File: src/rtl/fsm_trig_pkg.sv
// rtl/fsm_trig_pkg.sv - shared state encoding and reset values for the match trigger
package fsm_trig_pkg;

    typedef enum logic [2:0] {
        ST_IDLE  = 3'd0,
        ST_ARM   = 3'd1,
        ST_COUNT = 3'd2,
        ST_FIRE  = 3'd3,
        ST_HOLD  = 3'd4
    } state_e;

    // y is built by replicating this bit to the configured width at reset
    localparam logic Y_RST_BIT = 1'b0;
    localparam logic TRIG_RST  = 1'b0;

endpackage

File: src/rtl/fsm_trig_match_cnt.sv
// rtl/fsm_trig_match_cnt.sv - saturating match counter; clr and inc together load one
module fsm_trig_match_cnt #(
    parameter int CNT_W = 4
) (
    input  logic             clk,
    input  logic             rst,
    input  logic             clr,
    input  logic             inc,
    output logic [CNT_W-1:0] cnt
);

    logic [CNT_W-1:0] cnt_q, cnt_d, cnt_base;

    always_comb begin
        cnt_base = clr ? '0 : cnt_q;
        cnt_d    = cnt_base;
        if (inc && (cnt_base != '1)) begin
            cnt_d = cnt_base + CNT_W'(1);
        end
    end

    always_ff @(posedge clk or negedge rst) begin
        if (!rst) begin
            cnt_q <= '0;
        end else begin
            cnt_q <= cnt_d;
        end
    end

    assign cnt = cnt_q;

endmodule

// rtl/fsm_trig_my.sv
// rtl/fsm_trig_my.sv - masked-compare trigger FSM; FSM_TRIG_STICKY_EN makes HOLD exit only by reset
module fsm_trig_my
    import fsm_trig_pkg::*;
#(
    parameter int XW     = 13,
    parameter int YW     = 20,
    parameter int CNT_W  = 4,
    parameter int THRESH = 5
) (
    input  logic             clk,
    input  logic             rst,
    input  logic             en,
    input  logic [XW-1:0]    x,
    input  logic [XW-1:0]    match_mask,
    input  logic [XW-1:0]    match_val,
    output logic [YW-1:0]    y,
    output logic [CNT_W-1:0] cnt,
    output logic             trig,
    output logic [2:0]       st
);

    localparam logic [CNT_W-1:0] THRESH_C = CNT_W'(THRESH);

    state_e           state_q, state_d;
    logic [YW-1:0]    y_q, y_d;
    logic             trig_q, trig_d;
    logic             match, clr, inc;
    logic [CNT_W-1:0] cnt_cur, cnt_sat, cnt_base, cnt_nxt;

    fsm_trig_match_cnt #(.CNT_W(CNT_W)) u_match_cnt (
        .clk (clk),
        .rst (rst),
        .clr (clr),
        .inc (inc),
        .cnt (cnt_cur)
    );

    assign match   = ((x & match_mask) == (match_val & match_mask));
    assign cnt_sat = (cnt_cur == '1) ? cnt_cur : cnt_cur + CNT_W'(1);

    always_comb begin
        state_d = state_q;
        clr     = 1'b0;
        inc     = 1'b0;
        case (state_q)
            ST_IDLE: begin
                clr = 1'b1;
                if (en) state_d = ST_ARM;
            end
            ST_ARM: begin
                if (!en) begin
                    state_d = ST_IDLE;
                    clr     = 1'b1;
                end else if (match) begin
                    clr     = 1'b1;
                    inc     = 1'b1;
                    state_d = (THRESH == 1) ? ST_FIRE : ST_COUNT;
                end
            end
            ST_COUNT: begin
                if (!en) begin
                    state_d = ST_IDLE;
                    clr     = 1'b1;
                end else if (match) begin
                    inc = 1'b1;
                    if (cnt_sat >= THRESH_C) state_d = ST_FIRE;
                end
            end
            ST_FIRE: state_d = ST_HOLD;
            ST_HOLD: begin
`ifdef FSM_TRIG_STICKY_EN
                state_d = ST_HOLD;
`else
                if (!en) begin
                    state_d = ST_IDLE;
                    clr     = 1'b1;
                end
`endif
            end
            default: begin
                state_d = ST_IDLE;
                clr     = 1'b1;
            end
        endcase
    end

    // y mirrors the counter value the submodule is about to hold, so both update together
    always_comb begin
        cnt_base = clr ? '0 : cnt_cur;
        cnt_nxt  = cnt_base;
        if (inc && (cnt_base != '1)) cnt_nxt = cnt_base + CNT_W'(1);
        y_d    = {YW{Y_RST_BIT}};
        trig_d = (state_d == ST_FIRE);
        case (state_d)
            ST_ARM, ST_COUNT: begin
                y_d[0]       = 1'b1;
                y_d[CNT_W:1] = cnt_nxt;
            end
            ST_FIRE, ST_HOLD: y_d = '1;
            default:          y_d = {YW{Y_RST_BIT}};
        endcase
    end

    always_ff @(posedge clk or negedge rst) begin
        if (!rst) begin
            state_q <= ST_IDLE;
            y_q     <= {YW{Y_RST_BIT}};
            trig_q  <= TRIG_RST;
        end else begin
            state_q <= state_d;
            y_q     <= y_d;
            trig_q  <= trig_d;
        end
    end

    assign y    = y_q;
    assign cnt  = cnt_cur;
    assign trig = trig_q;
    assign st   = state_q;

endmodule

File: config.mk
export PLATFORM = sky130hd
export DESIGN_NAME = fsm_trig_my
export DESIGN_NICKNAME = d
export VERILOG_FILES = /design/src/rtl/fsm_trig_pkg.sv /design/src/rtl/fsm_trig_match_cnt.sv /design/src/rtl/fsm_trig_my.sv
export SDC_FILE = /design/constraint.sdc
export NUM_CORES = 1
export LEC_CHECK = 0
export BUFFER_PORTS_ARGS = -buffer_cell sky130_fd_sc_hd__buf_4
export CORE_AREA = 4 4 55 57
export CTS_CLUSTER_DIAMETER = 40
export DETAILED_ROUTE_END_ITERATION = 10
export DIE_AREA = 0 0 59 61
export GPL_TIMING_DRIVEN = 0
export HOLD_SLACK_MARGIN = 0.06
export MAX_ROUTING_LAYER = met4
export PLACE_DENSITY_LB_ADDON = 0.12
export SYNTH_ARGS = -nofsm -noshare
export SYNTH_HDL_FRONTEND = slang
export SYNTH_SLANG_ARGS = --single-unit
File: constraint.sdc
create_clock -name clk -period 4.6 [get_ports clk]
set_input_delay 0.69 -clock clk [delete_from_list [all_inputs] [get_ports clk]]
set_output_delay 0.69 -clock clk [all_outputs]
set_load 0.01 [all_outputs]
==> impl_metrics.ini <==
[floorplan]
die_area_sq_um = 3600
die_y_um = 61
coreArea_sq_um = 2480
die-width_um = 59
ios = 70
fp-row-count = 18
initial_core_util = 0.441

[logic_synthesis]
synth_edf_count = 0
yosys-top-cells-area = dfrtp_1 (32%), xor2_1 (12%), buf_4 (9.6%)
ys_warn_count = 0
netlist.area_leader.share = 0.320
async_flop_share = 1.00
synth_cells = 118
synth_ff_type = dfrtp_1
ys_types = 41
synth_nets = 163
avgSynthCellArea_sq_um = 9.27
yosysTopAreaCell = dfrtp_1
synth_seq_cells = 14
syn_area_sq_um = 1090
ys_seq_area_frac = 0.320

[cts]
postCtsSetupRepairBufs = 0
cts_tree = built
numCtsBuffers = 3
cts-resized-gates = 0
holdBufCountCts = 0
clk_pin_slew_ns = 0.08
cts.sinks = 14
clock_tree.root_cell = clkbuf_4
h-tree-depth = 1
clkLatencyLatePin_ns = 0.29
cts_buffer_depth = 2

[final_layout]
drive_above_1_share = 0.487
fillers = 210
seq_area_sq_um = 350
antenna_cells = 0
multi_input_area_sq_um = 594
final_cell_mix = buf_4 (83), xor2_1 (15), dfrtp_1 (14)
area_delta_synth_final_pct = 54.1
layout_commonest_cell = buf_4
final_nets = 237

[global_routing]
gr-total-overflow = 0
grt.total_usage = 0.174
grt_first_pass_wirelength_mm = 4.64
grt_pass1_vias = 1127
grt_antenna_before_repair = 0
grt_max_degree = 16

[drt]
drt_wl_total_mm = 2.85
ant_nets = 0
wl_met2_mm = 1.43
drtIter0Drc = 26
wl_met3_um = 278
drt_first_pass_iters = 4
drc_errors = 0
vias = 1119
via_per_inst = 5.06
wl_per_cell_um = 12.9
wl_met1_mm = 1.09
dr.max_layer_used = met4

[timing]
worst_slew_margin_rel = 0.691
fin_hold_ws_ns = 0.231
min_period_over_period = 0.625
rsz0062_at_grt = false
finalSetupViolations = 0
worstMarginPinSlew_ns = 0.457
fin_crit_ns = 2.87
finClkSkew_ns = 0.000508
slew_viol_final = 0
setup-tns-final_ns = 0
final_hold_viol_count = 0
max_freq_ghz = 0.348

[flow_run]
drv_cap = 0

[critical_path]
cpLargestDelayFamily = compound AO/OA/AOI/OAI gates
critPathBufInv = 2
worst_path_max_delay_cell = a222oi_1
cp_common_cell = xor2_1
critPathMaxStageDelay_ns = 0.38
worstSetupEndpointType = flop
cp-start-kind = input pin
crit_path_cell_trace = buf_4 -> xor2_1 -> a222oi_1 -> nand3_2 -> o211ai_1 -> inv_1 -> ha_1 -> nand3_1 -> a31oi_1 -> nor3_1 -> xor2_1 -> o21ai_0
worst_ep_required_time_ns = 4.75
path_max_fanout = 10
path_class = input pin to flop
cp.arrival_ns = 3.02

[outcome]
run_status = completed

[pwr]
ir_worst_vdd_mv = 0.130
leakage_nw = 0.936
power_density_nw_per_um2 = 172

[hold_path]
hold_class = input pin to asynchronous set/reset pin

[place]
gp_congestion = 0.807
port_buffers = 69
hpwl_mm = 2.39
cell families after synthesis:
logic type,share of synthesized area
buf+inv,0.136
flops,0.320
fa+ha+maj,0.0343
mux,0.00915
xor+xnor,0.128
simple gates,0.200
compound gates,0.172
layer usage:
layer	up-vias	GRT usage
met1	498	0.191
met2	61	0.317
li1	555	-
met5	-	-
met4	0	0.0583
met3	5	0.0298
registers in the layout, indices dropped and copies added, names as in the netlist:
| signal | count |
|---|---|
| y | 6 |
| u_match_cnt.cnt | 4 |
| trig | 1 |
| st | 3 |
cell type report:
type,instances,share of cell area
multi-input cells,79,0.353
repair buffers,69,0.307
flip-flops and latches,14,0.208
inverters,9,0.0200
clock buffers,4,0.0215
plain buffers,16,0.0683
well taps,30,0.0223
report_power, final:
part / switching, mW / internal [mW] / total [mW] / leakage (nW)
Sequential: 0.00123 / 0.125 / 0.126 / 0.191
Combinational: 0.0332 / 0.0407 / 0.0739 / 0.724
Clock: 0.0411 / 0.0483 / 0.0893 / 0.0210
Total: 0.0755 / 0.214 / 0.289 / 0.936
cell usage after synthesis, types with 2 or more instances:
| cell | n |
|---|---|
| o21ai_0 | 3 |
| nand3_1 | 4 |
| nand3b_1 | 2 |
| nand2b_1 | 3 |
| a22oi_1 | 5 |
| nor2_1 | 4 |
| a21oi_1 | 3 |
| nor4b_1 | 2 |
| xor2_1 | 15 |
| buf_2 | 2 |
| dfrtp_1 | 14 |
| inv_1 | 9 |
| nor3_1 | 3 |
| o211ai_1 | 2 |
| nand2_1 | 6 |
| buf_4 | 14 |
| ha_1 | 3 |
worst paths after layout:
check                              to  slack (ns)  depth (start not counted)  startpoint
min in group clk                 y[0]        0.64                          3          en
worst min-delay path             y[3]        0.23                          1         rst
worst max-delay path             y[1]        1.73                         12        x[6]
worst max register to register   y[1]        1.93                         12       st[1]
worst min register to register   y[0]        0.68                          3       st[2]
max in group asynchronous       st[1]        4.21                          1         rst
through the flow:
| step | setup WS [ns] | instances | instance area (sq um) | power (mW) | util |
|---|---|---|---|---|---|
| after floorplan | 1.88 | 118 | 1090 | 0.161 | - |
| after global placement | 1.48 | 217 | 1650 | 0.200 | 0.666 |
| after detailed placement | 1.39 | 217 | 1650 | 0.203 | 0.666 |
| after CTS | 1.68 | 221 | 1690 | 0.290 | 0.680 |
| after global routing | 1.50 | 221 | 1690 | 0.305 | 0.680 |
| final | 1.73 | 221 | 1690 | 0.289 | 0.680 |
Power figures use the tool's default switching activity.
